--- src/rtl/i2s_tx_16.sv ---
// i2s_tx_16: stereo 16-bit I2S transmitter, 64fs frame of two 32-bit slots,
// MSB one BCK after each LRCK edge; state on posedge, pins launched on negedge.
module i2s_tx_16 #(
  parameter int SAMPLE_BITS = 16,
  parameter int SLOT_BITS   = 32
) (
  input  logic                   bck,
  input  logic                   rst_n,
  input  logic                   s_valid,
  output logic                   s_ready,
  input  logic [SAMPLE_BITS-1:0] s_left,
  input  logic [SAMPLE_BITS-1:0] s_right,
  output logic                   lrck_out,
  output logic                   data_out,
  output logic                   underrun,
  output logic [7:0]             underrun_cnt
);
  localparam logic [5:0] LAST = 6'(2 * SLOT_BITS - 1);
  typedef enum logic {IDLE, RUN} state_t;
  state_t      state_q, state_d;
  logic [5:0]  cnt_q, cnt_d;
  logic [31:0] stage_q, stage_d, frame_q, frame_d;
  logic        full_q, full_d, underrun_q, underrun_d, lrck_d, data_d;
  logic [7:0]  ucnt_q, ucnt_d;
  logic        accept, load;
  assign s_ready      = !full_q;
  assign underrun     = underrun_q;
  assign underrun_cnt = ucnt_q;
  assign accept       = s_valid && !full_q;
  assign load         = (state_q == IDLE) ? full_q : (cnt_q == LAST);
  always_comb begin
    state_d    = (state_q == IDLE && !full_q) ? IDLE : RUN;
    cnt_d      = (state_q == IDLE) ? (full_q ? 6'd0 : LAST) : cnt_q + 6'd1;
    full_d     = accept || (full_q && !load);
    stage_d    = accept ? {s_left, s_right} : stage_q;
    frame_d    = load ? (full_q ? stage_q : 32'd0) : frame_q;
    underrun_d = state_q == RUN && cnt_q == LAST && !full_q;
    ucnt_d     = (underrun_d && ucnt_q != 8'hFF) ? ucnt_q + 8'd1 : ucnt_q;
    lrck_d     = cnt_q >= 6'd31 && cnt_q <= 6'd62;
    // bits 16..31 and 48..63 of the frame are zero padding; otherwise walk the pair MSB-first
    data_d     = !cnt_q[4] && frame_q[{~cnt_q[5], ~cnt_q[3:0]}];
  end
  always_ff @(posedge bck or negedge rst_n) begin
    if (!rst_n) begin
      state_q    <= IDLE;
      cnt_q      <= LAST;
      stage_q    <= '0;
      frame_q    <= '0;
      full_q     <= 1'b0;
      underrun_q <= 1'b0;
      ucnt_q     <= '0;
    end else begin
      state_q    <= state_d;
      cnt_q      <= cnt_d;
      stage_q    <= stage_d;
      frame_q    <= frame_d;
      full_q     <= full_d;
      underrun_q <= underrun_d;
      ucnt_q     <= ucnt_d;
    end
  end
  always_ff @(negedge bck or negedge rst_n) begin
    if (!rst_n) begin
      lrck_out <= 1'b0;
      data_out <= 1'b0;
    end else begin
      lrck_out <= lrck_d;
      data_out <= data_d;
    end
  end
endmodule

--- config.mk ---
export PLATFORM = sky130hd
export DESIGN_NAME = i2s_tx_16
export DESIGN_NICKNAME = d
export VERILOG_FILES = /design/src/rtl/i2s_tx_16.sv
export SDC_FILE = /design/constraint.sdc
export NUM_CORES = 1
export LEC_CHECK = 0
export ABC_AREA = 1
export CAP_MARGIN = 20
export CORE_UTILIZATION = 56
export CTS_CLUSTER_SIZE = 10
export DETAILED_ROUTE_END_ITERATION = 10
export GPL_ROUTABILITY_DRIVEN = 0
export GPL_TIMING_DRIVEN = 0
export PLACE_DENSITY = 0.87
export SLEW_MARGIN = 20
export SYNTH_ARGS = -nofsm -noshare
export SYNTH_HDL_FRONTEND = slang
export SYNTH_SLANG_ARGS = --single-unit
--- constraint.sdc ---
create_clock -name bck -period 1.75 [get_ports bck]
set_input_delay 0.35 -clock bck [delete_from_list [all_inputs] [get_ports bck]]
set_output_delay 0.35 -clock bck [all_outputs]
set_load 0.1 [all_outputs]
; ---- Word level (Yosys, flattened, before mapping)
; Cells that the tools add are included.
[totals]
reg_bits = 83
inputBits = 35
out_inout_bits = 12
word_cells = 38
[classes]
n_addsub = 2
order_cmp = 3
eq_ne = 2
n_mux = 7
n_bitwise = 3
n_reduce_logical = 12
[ops]
columns = operator, n
row1 = $mux 32, 1
row2 = $mux 6, 2
row3 = $add 8x1->8 const B, 1
row4 = $logic_and 1x1->1, 8
row5 = $ne 8x8->1 const B, 1
row6 = $add 6x1->6 const B, 1
row7 = $eq 6x6->1 const B, 1
row8 = $ge 6x5->1 const B, 1
row9 = $le 6x6->1 const B, 1
row10 = $lt 5x6->1 const B, 1
row11 = $bmux 1 s5, 1
row12 = $not 4->4, 1
row13 = $logic_not 1->1, 3
row14 = $mux 1, 3
row15 = $not 1->1, 2
row16 = $logic_or 1x1->1, 1

; ---- Depth between registers and ports, before layout
; Gate-level depths: netlist of the first run.
[depth]
depth_word = 5
depth_mapped = 10

==> flow_results.xml, run 1 <==
<?xml version="1.0" encoding="UTF-8"?>
<metrics>
  <group name="outcome">
    <metric name="result_of_the_run" unit="">finished with violations</metric>
    <metric name="failing_checks" unit="">negative setup slack</metric>
  </group>
  <group name="setup_path">
    <metric name="cp-end-kind" unit="">flop</metric>
    <metric name="path_delay_family" unit="">flip-flops</metric>
    <metric name="critical-path-top-cell-by-count" unit="">sky130_fd_sc_hd__nand2_1</metric>
    <metric name="worst-path-max-fanout" unit="">10</metric>
    <metric name="critPathLaunchType" unit="">flop</metric>
    <metric name="arrival" unit="ns">1.68</metric>
    <metric name="timing.critical_path.slowest_cell_delay" unit="ns">0.60</metric>
    <metric name="timing_worst_setup_path_type" unit="">flop to flop</metric>
    <metric name="worstPathCellList" unit="">clkbuf_8 -&gt; nand2_1 -&gt; nand3_1 -&gt; a21oi_1 -&gt; nor2_1 -&gt; nand2_1 -&gt; nand2_1 -&gt; nor2_1</metric>
    <metric name="cp_data_required_time" unit="ns">1.07</metric>
    <metric name="cpMaxStageDelayCell" unit="">sky130_fd_sc_hd__dfstp_2</metric>
    <metric name="critical_path.n_buffers_inverters" unit="">1</metric>
  </group>
  <group name="floorplan">
    <metric name="std_cell_rows" unit="">30</metric>
    <metric name="die_w" unit="µm">86.2</metric>
    <metric name="floorplan.initialDensity" unit="%">58.2</metric>
    <metric name="design.core.area" unit="µm²">6830</metric>
    <metric name="floorplan.die.height" unit="µm">86.2</metric>
    <metric name="design.portCount" unit="">47</metric>
    <metric name="die_area" unit="µm²">7440</metric>
  </group>
  <group name="place">
    <metric name="dpl.cell_count" unit="">521</metric>
    <metric name="postPlaceCellArea" unit="µm²">4770</metric>
    <metric name="dpl.hpwl" unit="µm">5550</metric>
    <metric name="port-buffer-count" unit="">46</metric>
    <metric name="place_ws" unit="ns">-0.962</metric>
  </group>
  <group name="drt">
    <metric name="avgViaCountPerCell" unit="">5.32</metric>
    <metric name="vias" unit="">2886</metric>
    <metric name="routed-wl-met3" unit="µm">334</metric>
    <metric name="postRouteWirelength" unit="µm">8440</metric>
    <metric name="detail_route.wirelength.met1" unit="µm">3610</metric>
    <metric name="drt_iter0_drc" unit="">189</metric>
    <metric name="maxUsedRoutingLayer" unit="">met4</metric>
    <metric name="met2WireLength" unit="µm">4320</metric>
    <metric name="drc" unit="">0</metric>
    <metric name="drt_first_pass_iters" unit="">4</metric>
    <metric name="antenna_violating_nets_remaining" unit="">0</metric>
    <metric name="avgRoutedWirePerCell" unit="µm">15.6</metric>
  </group>
  <group name="yosys">
    <metric name="postSynthAreaPerCell" unit="µm²">10.5</metric>
    <metric name="synth-async-reset-ratio" unit="%">100</metric>
    <metric name="synth-seq-cells" unit="">83</metric>
    <metric name="synth_top_cells_by_area" unit="">sky130_fd_sc_hd__dfrtp_1, sky130_fd_sc_hd__mux2_2, sky130_fd_sc_hd__nand3_2</metric>
    <metric name="mappedNetlistNets" unit="">416</metric>
    <metric name="synth_enable_flop_cells" unit="">0</metric>
    <metric name="post_synth_inst_count" unit="">378</metric>
    <metric name="synth_ff_type" unit="">sky130_fd_sc_hd__dfrtp_1</metric>
    <metric name="synth_seq_area_share" unit="%">52.5</metric>
    <metric name="post_synth_num_cell_types" unit="">30</metric>
    <metric name="yosysWarningCount" unit="">0</metric>
    <metric name="synthesis.area" unit="µm²">3970</metric>
    <metric name="netlist.top_cell.by_area" unit="">sky130_fd_sc_hd__dfrtp_1</metric>
    <metric name="synth.top_cell.area_share" unit="%">47.2</metric>
  </group>
  <group name="sta">
    <metric name="final.hold.worst_slack" unit="ns">0.501</metric>
    <metric name="maxSlewViolCount" unit="">0</metric>
    <metric name="max_slew.worst_pin.slew" unit="ns">0.552</metric>
    <metric name="finalClockSkew" unit="ns">0.0181</metric>
    <metric name="post-route-worst-setup-slack" unit="ns">-0.609</metric>
    <metric name="timing.slew.headroom" unit="%">63.4</metric>
    <metric name="grt_setup_unrepaired" unit="">yes</metric>
    <metric name="hold_viol" unit="">0</metric>
    <metric name="report.final.setup_viol" unit="">37</metric>
  </group>
  <group name="clocking">
    <metric name="cts_tree" unit="">yes</metric>
    <metric name="clk_path_buf_depth" unit="">2</metric>
    <metric name="clock_tree.root_cell" unit="">sky130_fd_sc_hd__clkbuf_8</metric>
    <metric name="clk_pin_slew" unit="ns">0.08</metric>
    <metric name="cts_made_buffers" unit="">9</metric>
    <metric name="worst_skew_pair.late_latency" unit="ns">0.36</metric>
    <metric name="cts.htree.levels" unit="">3</metric>
    <metric name="cts.sink_count" unit="">83</metric>
  </group>
  <group name="global_routing">
    <metric name="grt_max_degree" unit="">56</metric>
    <metric name="first_global_vias" unit="">3006</metric>
    <metric name="antenna_found_initial" unit="">0</metric>
    <metric name="global_route.overflow_total" unit="">0</metric>
    <metric name="grt_pass1_wl" unit="µm">14300</metric>
    <metric name="grt_use_total" unit="%">25.4</metric>
  </group>
  <group name="power_and_ir_drop">
    <metric name="power_density" unit="nW/µm²">890</metric>
    <metric name="power_frac_comb" unit="%">13.8</metric>
    <metric name="clockPowerShare" unit="%">33.8</metric>
    <metric name="finalPower" unit="mW">4.58</metric>
    <metric name="static-leakage-power" unit="nW">2.32</metric>
    <metric name="sw_frac_of_total" unit="%">23.6</metric>
    <metric name="share_seq_of_total_power" unit="%">52.5</metric>
    <metric name="vdd.ir_drop.worst" unit="mV">0.524</metric>
    <metric name="power.net_switching" unit="mW">1.08</metric>
    <metric name="p_int" unit="mW">3.50</metric>
  </group>
  <group name="worst_hold_path">
    <metric name="hold_path_class" unit="">flop to flop</metric>
  </group>
  <group name="finish">
    <metric name="final_area" unit="µm²">5140</metric>
    <metric name="fin_cells" unit="">542</metric>
    <metric name="post_route_cells_drive_above_1_share" unit="%">37.2</metric>
    <metric name="area_growth" unit="%">29.4</metric>
    <metric name="nNetsFinal" unit="">479</metric>
    <metric name="num_antenna_cells" unit="">0</metric>
  </group>
  <group name="run">
    <metric name="maxCapViolCount" unit="">0</metric>
  </group>
</metrics>
-- per-stage QoR --
stage	TNS [ns]	utilization, %
floorplan	-2.42	-
global placement	-212.23	69.5
detailed placement	-4.43	69.9
CTS	-4.75	75.2
global route	-9.72	75.3
finish	-6.75	75.3
-- cells in the mapped netlist, types with 2 or more instances --
library cell and count:
sky130_fd_sc_hd__dfstp_2 6, sky130_fd_sc_hd__a21oi_1 4, sky130_fd_sc_hd__nor2_1 11, sky130_fd_sc_hd__nand3_2 28, sky130_fd_sc_hd__o21ai_0 15, sky130_fd_sc_hd__nand4_1 2
sky130_fd_sc_hd__inv_1 43, sky130_fd_sc_hd__mux2_2 32, sky130_fd_sc_hd__xor2_1 3, sky130_fd_sc_hd__dfrtn_1 2, sky130_fd_sc_hd__o21ai_2 27, sky130_fd_sc_hd__ha_1 3
sky130_fd_sc_hd__clkbuf_1 2, sky130_fd_sc_hd__nand3_1 30, sky130_fd_sc_hd__buf_2 9, sky130_fd_sc_hd__dfrtp_1 75, sky130_fd_sc_hd__xnor2_1 5, sky130_fd_sc_hd__nand2_2 2
sky130_fd_sc_hd__buf_6 4, sky130_fd_sc_hd__nand2_1 62, sky130_fd_sc_hd__buf_8 2, sky130_fd_sc_hd__inv_2 2, sky130_fd_sc_hd__nor3_1 2
-- timing repair --
action	in CTS	in global routing
gates resized for setup	64	5
pin swaps	0	0
endpoints found under the hold margin	28	0
buffers inserted	3	0
hold buffers	2	0
endpoints found under the setup margin	41	44
-- cells in the final DEF (no fill, tap or decap), types with 2 or more instances in the layout --
cell type	instances
sky130_fd_sc_hd__buf_6	4
sky130_fd_sc_hd__a21oi_1	3
sky130_fd_sc_hd__dfrtp_2	6
sky130_fd_sc_hd__mux2_4	27
sky130_fd_sc_hd__nand2_2	2
sky130_fd_sc_hd__xnor2_1	5
sky130_fd_sc_hd__nand4_1	2
sky130_fd_sc_hd__mux2_2	5
sky130_fd_sc_hd__buf_8	9
sky130_fd_sc_hd__dfrtp_1	69
sky130_fd_sc_hd__o21ai_0	14
sky130_fd_sc_hd__nand2_1	61
sky130_fd_sc_hd__clkdlybuf4s50_1	33
sky130_fd_sc_hd__ha_1	2
sky130_fd_sc_hd__inv_1	40
sky130_fd_sc_hd__nand3_2	28
sky130_fd_sc_hd__inv_2	3
sky130_fd_sc_hd__o21ai_2	27
sky130_fd_sc_hd__nand3_1	29
sky130_fd_sc_hd__buf_4	5
sky130_fd_sc_hd__dfstp_2	6
sky130_fd_sc_hd__nor2_1	11
sky130_fd_sc_hd__clkbuf_8	13
sky130_fd_sc_hd__clkinv_2	3
sky130_fd_sc_hd__xor2_1	3
sky130_fd_sc_hd__dfrtn_1	2
sky130_fd_sc_hd__nor3_1	2
sky130_fd_sc_hd__buf_12	3
sky130_fd_sc_hd__buf_2	4
sky130_fd_sc_hd__clkdlybuf4s15_2	7
sky130_fd_sc_hd__o21ai_1	2
sky130_fd_sc_hd__bufinv_16	2
-- registers in the layout, indices dropped and copies added (netlist names) --
| signal | flops |
|---|---|
| frame_q | 32 |
| stage_q | 32 |
| underrun_cnt | 8 |
| cnt_q | 6 |
| data_out | 1 |
| full_q | 1 |
| lrck_out | 1 |
| state_q | 1 |
| underrun | 1 |
-- layout make-up --
class | count | area, µm²
plain buffers | 18 | 223
clock buffers | 11 | 151
clock inverters | 5 | 75.1
fillers | 460 | 1690
inverters | 46 | 184
multi-input cells | 231 | 1740
flip-flops and latches | 83 | 2090
well taps | 96 | 120
repair buffers | 52 | 559
-- power groups by stage --
stage | clock network, mW | registers, mW | logic (mW)
floorplan | 0 | 2.37 | 0.454
global placement | 0 | 2.43 | 0.596
detailed placement | 0 | 2.43 | 0.626
CTS | 1.58 | 2.40 | 0.637
global route | 1.66 | 2.43 | 0.673
finish | 1.55 | 2.40 | 0.630
-- worst paths after layout --
kind                            slack, ns               to             from  cells after the start
worst max-delay path                -0.61         data_out         cnt_q[0]                      8
worst min-delay path                 0.50  underrun_cnt[0]  underrun_cnt[0]                      1
worst max register to register      -0.61         data_out         cnt_q[0]                      8
worst min register to register       0.50  underrun_cnt[0]  underrun_cnt[0]                      1
max in group asynchronous            0.16         lrck_out            rst_n                      3
min in group asynchronous            0.51      stage_q[18]            rst_n                      3
-- worst reg2reg max path: cells and delay by family, from the launching register on --
family | cells | cell delay (ns)
flip-flops | 1 | 0.60
AND/OR/NAND/NOR | 6 | 0.45
buffers and inverters | 1 | 0.19
AO/OA/AOI/OAI | 1 | 0.08
-- routing by layer --
| layer | vias to the layer above | track usage [%] |
|---|---|---|
| li1 | 1365 | - |
| met1 | 1431 | 30.7 |
| met2 | 74 | 42.6 |
| met3 | 16 | 7.62 |
| met4 | 0 | 10.5 |
| met5 | - | 0 |
-- kinds of logic after synthesis --
| kind of cell | after synthesis | synth area share (%) |
|---|---|---|
| adder cells (fa/ha/maj) | 3 | 0.945 |
| AND/OR/NAND/NOR | 139 | 19.0 |
| AO/OA/AOI/OAI | 49 | 9.07 |
| multiplexers | 32 | 9.07 |
| flip-flops | 83 | 52.5 |
| XOR/XNOR | 8 | 1.76 |
| buffers and inverters | 64 | 7.65 |
Note: power is estimated with default switching activity, not from simulation.
==> inputs of run 2 (changes only) <==
--- a/config.mk
+++ b/config.mk
@@ -7,6 +7,7 @@
 export LEC_CHECK = 0
 export ABC_AREA = 1
 export CAP_MARGIN = 20
+export CORE_MARGIN = 2
 export CORE_UTILIZATION = 56
 export CTS_CLUSTER_SIZE = 10
 export DETAILED_ROUTE_END_ITERATION = 10
==> run 2 against run 1 <==
Effect of this change: the flow still finishes with violations (negative setup slack); clock-buffer cell count unchanged; sequential cell count unchanged; via count up 10%; critical path type unchanged; combinational power up 1%; global-route usage down 1.3 points.
==> flow_results.xml, run 2 (synthesized netlist as in run 1, its figures left out) <==
<?xml version="1.0" encoding="UTF-8"?>
<metrics>
  <group name="global_routing">
    <metric name="grt_max_degree" unit="">60</metric>
    <metric name="grt_use_total" unit="%">24.0</metric>
    <metric name="first_global_vias" unit="">2940</metric>
    <metric name="grt_pass1_wl" unit="µm">14200</metric>
    <metric name="antenna_found_initial" unit="">0</metric>
    <metric name="global_route.overflow_total" unit="">0</metric>
  </group>
  <group name="finish">
    <metric name="final_cell_mix" unit="">sky130_fd_sc_hd__dfrtp_1, sky130_fd_sc_hd__nand2_1, sky130_fd_sc_hd__inv_1, sky130_fd_sc_hd__nand3_2, sky130_fd_sc_hd__clkdlybuf4s50_1</metric>
    <metric name="fillCellCount" unit="">379</metric>
    <metric name="layout.cells.most_common" unit="">sky130_fd_sc_hd__dfrtp_1</metric>
    <metric name="finalCoreUtilization" unit="%">79.0</metric>
    <metric name="post_route_cells_drive_above_1_share" unit="%">42.2</metric>
    <metric name="final_area" unit="µm²">5400</metric>
    <metric name="num_antenna_cells" unit="">0</metric>
    <metric name="nNetsFinal" unit="">495</metric>
    <metric name="fin_cells" unit="">558</metric>
    <metric name="area_growth" unit="%">35.8</metric>
  </group>
  <group name="floorplan">
    <metric name="design.portCount" unit="">47</metric>
    <metric name="floorplan.die.height" unit="µm">88.2</metric>
    <metric name="std_cell_rows" unit="">30</metric>
    <metric name="floorplan.initialDensity" unit="%">58.2</metric>
    <metric name="die_area" unit="µm²">7790</metric>
    <metric name="design.core.area" unit="µm²">6830</metric>
    <metric name="die_w" unit="µm">88.2</metric>
  </group>
  <group name="setup_path">
    <metric name="arrival" unit="ns">1.97</metric>
    <metric name="critical_path.reg2reg.endpoint" unit="">data_out</metric>
    <metric name="worst_r2r_path_depth" unit="">8</metric>
    <metric name="worst-r2r-setup-slack" unit="ns">-0.72</metric>
    <metric name="timing_worst_setup_path_type" unit="">flop to flop</metric>
    <metric name="r2r-start" unit="">cnt_q[0]</metric>
    <metric name="worst-path-max-fanout" unit="">5</metric>
    <metric name="cp_data_required_time" unit="ns">1.24</metric>
    <metric name="critPathLaunchType" unit="">flop</metric>
    <metric name="cp-end-kind" unit="">flop</metric>
  </group>
  <group name="drt">
    <metric name="avgViaCountPerCell" unit="">5.70</metric>
    <metric name="routed-wl-met3" unit="µm">718</metric>
    <metric name="drc" unit="">0</metric>
    <metric name="postRouteWirelength" unit="µm">10500</metric>
    <metric name="detail_route.wirelength.met1" unit="µm">4060</metric>
    <metric name="antenna_violating_nets_remaining" unit="">0</metric>
    <metric name="met2WireLength" unit="µm">5170</metric>
    <metric name="maxUsedRoutingLayer" unit="">met4</metric>
    <metric name="avgRoutedWirePerCell" unit="µm">18.9</metric>
    <metric name="vias" unit="">3182</metric>
    <metric name="drt_iter0_drc" unit="">390</metric>
    <metric name="drt_first_pass_iters" unit="">5</metric>
  </group>
  <group name="sta">
    <metric name="max_slew.worst_pin.slew" unit="ns">0.553</metric>
    <metric name="grt_setup_unrepaired" unit="">yes</metric>
    <metric name="finalClockSkew" unit="ns">0.0275</metric>
    <metric name="report.final.setup_viol" unit="">38</metric>
    <metric name="final.hold.worst_slack" unit="ns">0.483</metric>
    <metric name="post-route-worst-setup-slack" unit="ns">-0.724</metric>
    <metric name="timing.slew.headroom" unit="%">63.3</metric>
    <metric name="fin_tns_setup" unit="ns">-9.58</metric>
    <metric name="maxSlewViolCount" unit="">0</metric>
    <metric name="hold_viol" unit="">0</metric>
  </group>
  <group name="place">
    <metric name="dpl.cell_count" unit="">521</metric>
    <metric name="postPlaceCellArea" unit="µm²">4770</metric>
    <metric name="port-buffer-count" unit="">46</metric>
    <metric name="place_ws" unit="ns">-0.978</metric>
    <metric name="dpl.hpwl" unit="µm">5470</metric>
  </group>
  <group name="run">
    <metric name="maxCapViolCount" unit="">0</metric>
  </group>
  <group name="clocking">
    <metric name="cts_tree" unit="">yes</metric>
    <metric name="clk_pin_slew" unit="ns">0.09</metric>
    <metric name="clk_path_buf_depth" unit="">2</metric>
    <metric name="cts_made_buffers" unit="">9</metric>
    <metric name="worst_skew_pair.late_latency" unit="ns">0.37</metric>
    <metric name="clock_tree.root_cell" unit="">sky130_fd_sc_hd__clkbuf_8</metric>
    <metric name="cts.sink_count" unit="">83</metric>
    <metric name="cts.htree.levels" unit="">3</metric>
  </group>
  <group name="power_and_ir_drop">
    <metric name="finalPower" unit="mW">4.57</metric>
    <metric name="static-leakage-power" unit="nW">2.42</metric>
    <metric name="vdd.ir_drop.worst" unit="mV">0.491</metric>
    <metric name="power_density" unit="nW/µm²">847</metric>
  </group>
  <group name="worst_hold_path">
    <metric name="hold_path_class" unit="">input pin to async pin</metric>
  </group>
  <group name="outcome">
    <metric name="result_of_the_run" unit="">finished with violations</metric>
    <metric name="failing_checks" unit="">negative setup slack</metric>
  </group>
</metrics>
## run 2: power by group
group | switching (mW) | internal [mW] | leakage, nW
sequential | 0.222 | 2.19 | 1.04
combinational | 0.206 | 0.432 | 1.28
clock | 0.719 | 0.800 | 0.103
total | 1.15 | 3.42 | 2.42
## run 2: layout make-up
| type | count | area [µm²] | share of cell area (%) |
|---|---|---|---|
| Clock buffer | 11 | 131 | 2.43 |
| Sequential cell | 83 | 2090 | 38.8 |
| Multi-Input combinational cell | 231 | 1800 | 33.4 |
| Inverter | 46 | 189 | 3.50 |
| Timing Repair Buffer | 69 | 748 | 13.9 |
| Tap cell | 96 | 120 | 2.23 |
| Clock inverter | 5 | 77.6 | 1.44 |
| Buffer | 17 | 236 | 4.38 |
## run 2: worst max-delay path by stage
stage	start	to	slack (ns)	depth (start not counted)
final	cnt_q[0]	data_out	-0.72	8
after global routing	cnt_q[0]	data_out	-0.81	8
after CTS	cnt_q[0]	lrck_out	-0.59	5
after detailed placement	lrck_out	lrck_out	-0.98	1
after global placement	rst_n	lrck_out	-3.24	1
after floorplan	data_out	data_out	-0.42	0
## run 2: what timing repair did
item,CTS,global route
gates cloned,0,3
gates resized for setup,62,38
hold endpoints to repair,24,0
hold buffers,2,0
setup buffers,2,15
setup endpoints to repair,47,43
pin swaps,0,12
## run 2: metal layers
| metal | global-route usage, % | vias to the layer above |
|---|---|---|
| met2 | 38.4 | 177 |
| met5 | 0 | - |
| met3 | 5.22 | 52 |
| li1 | - | 1401 |
| met4 | 13.6 | 0 |
| met1 | 30.4 | 1552 |
## run 2: critical path, stage by stage, from the launching register on
cell	delay, ns
sky130_fd_sc_hd__dfstp_2	0.64
sky130_fd_sc_hd__buf_4	0.16
sky130_fd_sc_hd__clkbuf_16	0.13
sky130_fd_sc_hd__o21ai_0	0.09
sky130_fd_sc_hd__o21ai_0	0.17
sky130_fd_sc_hd__nor2_1	0.08
sky130_fd_sc_hd__nor2_1	0.16
sky130_fd_sc_hd__nor2_1	0.07
sky130_fd_sc_hd__nor2_2	0.11
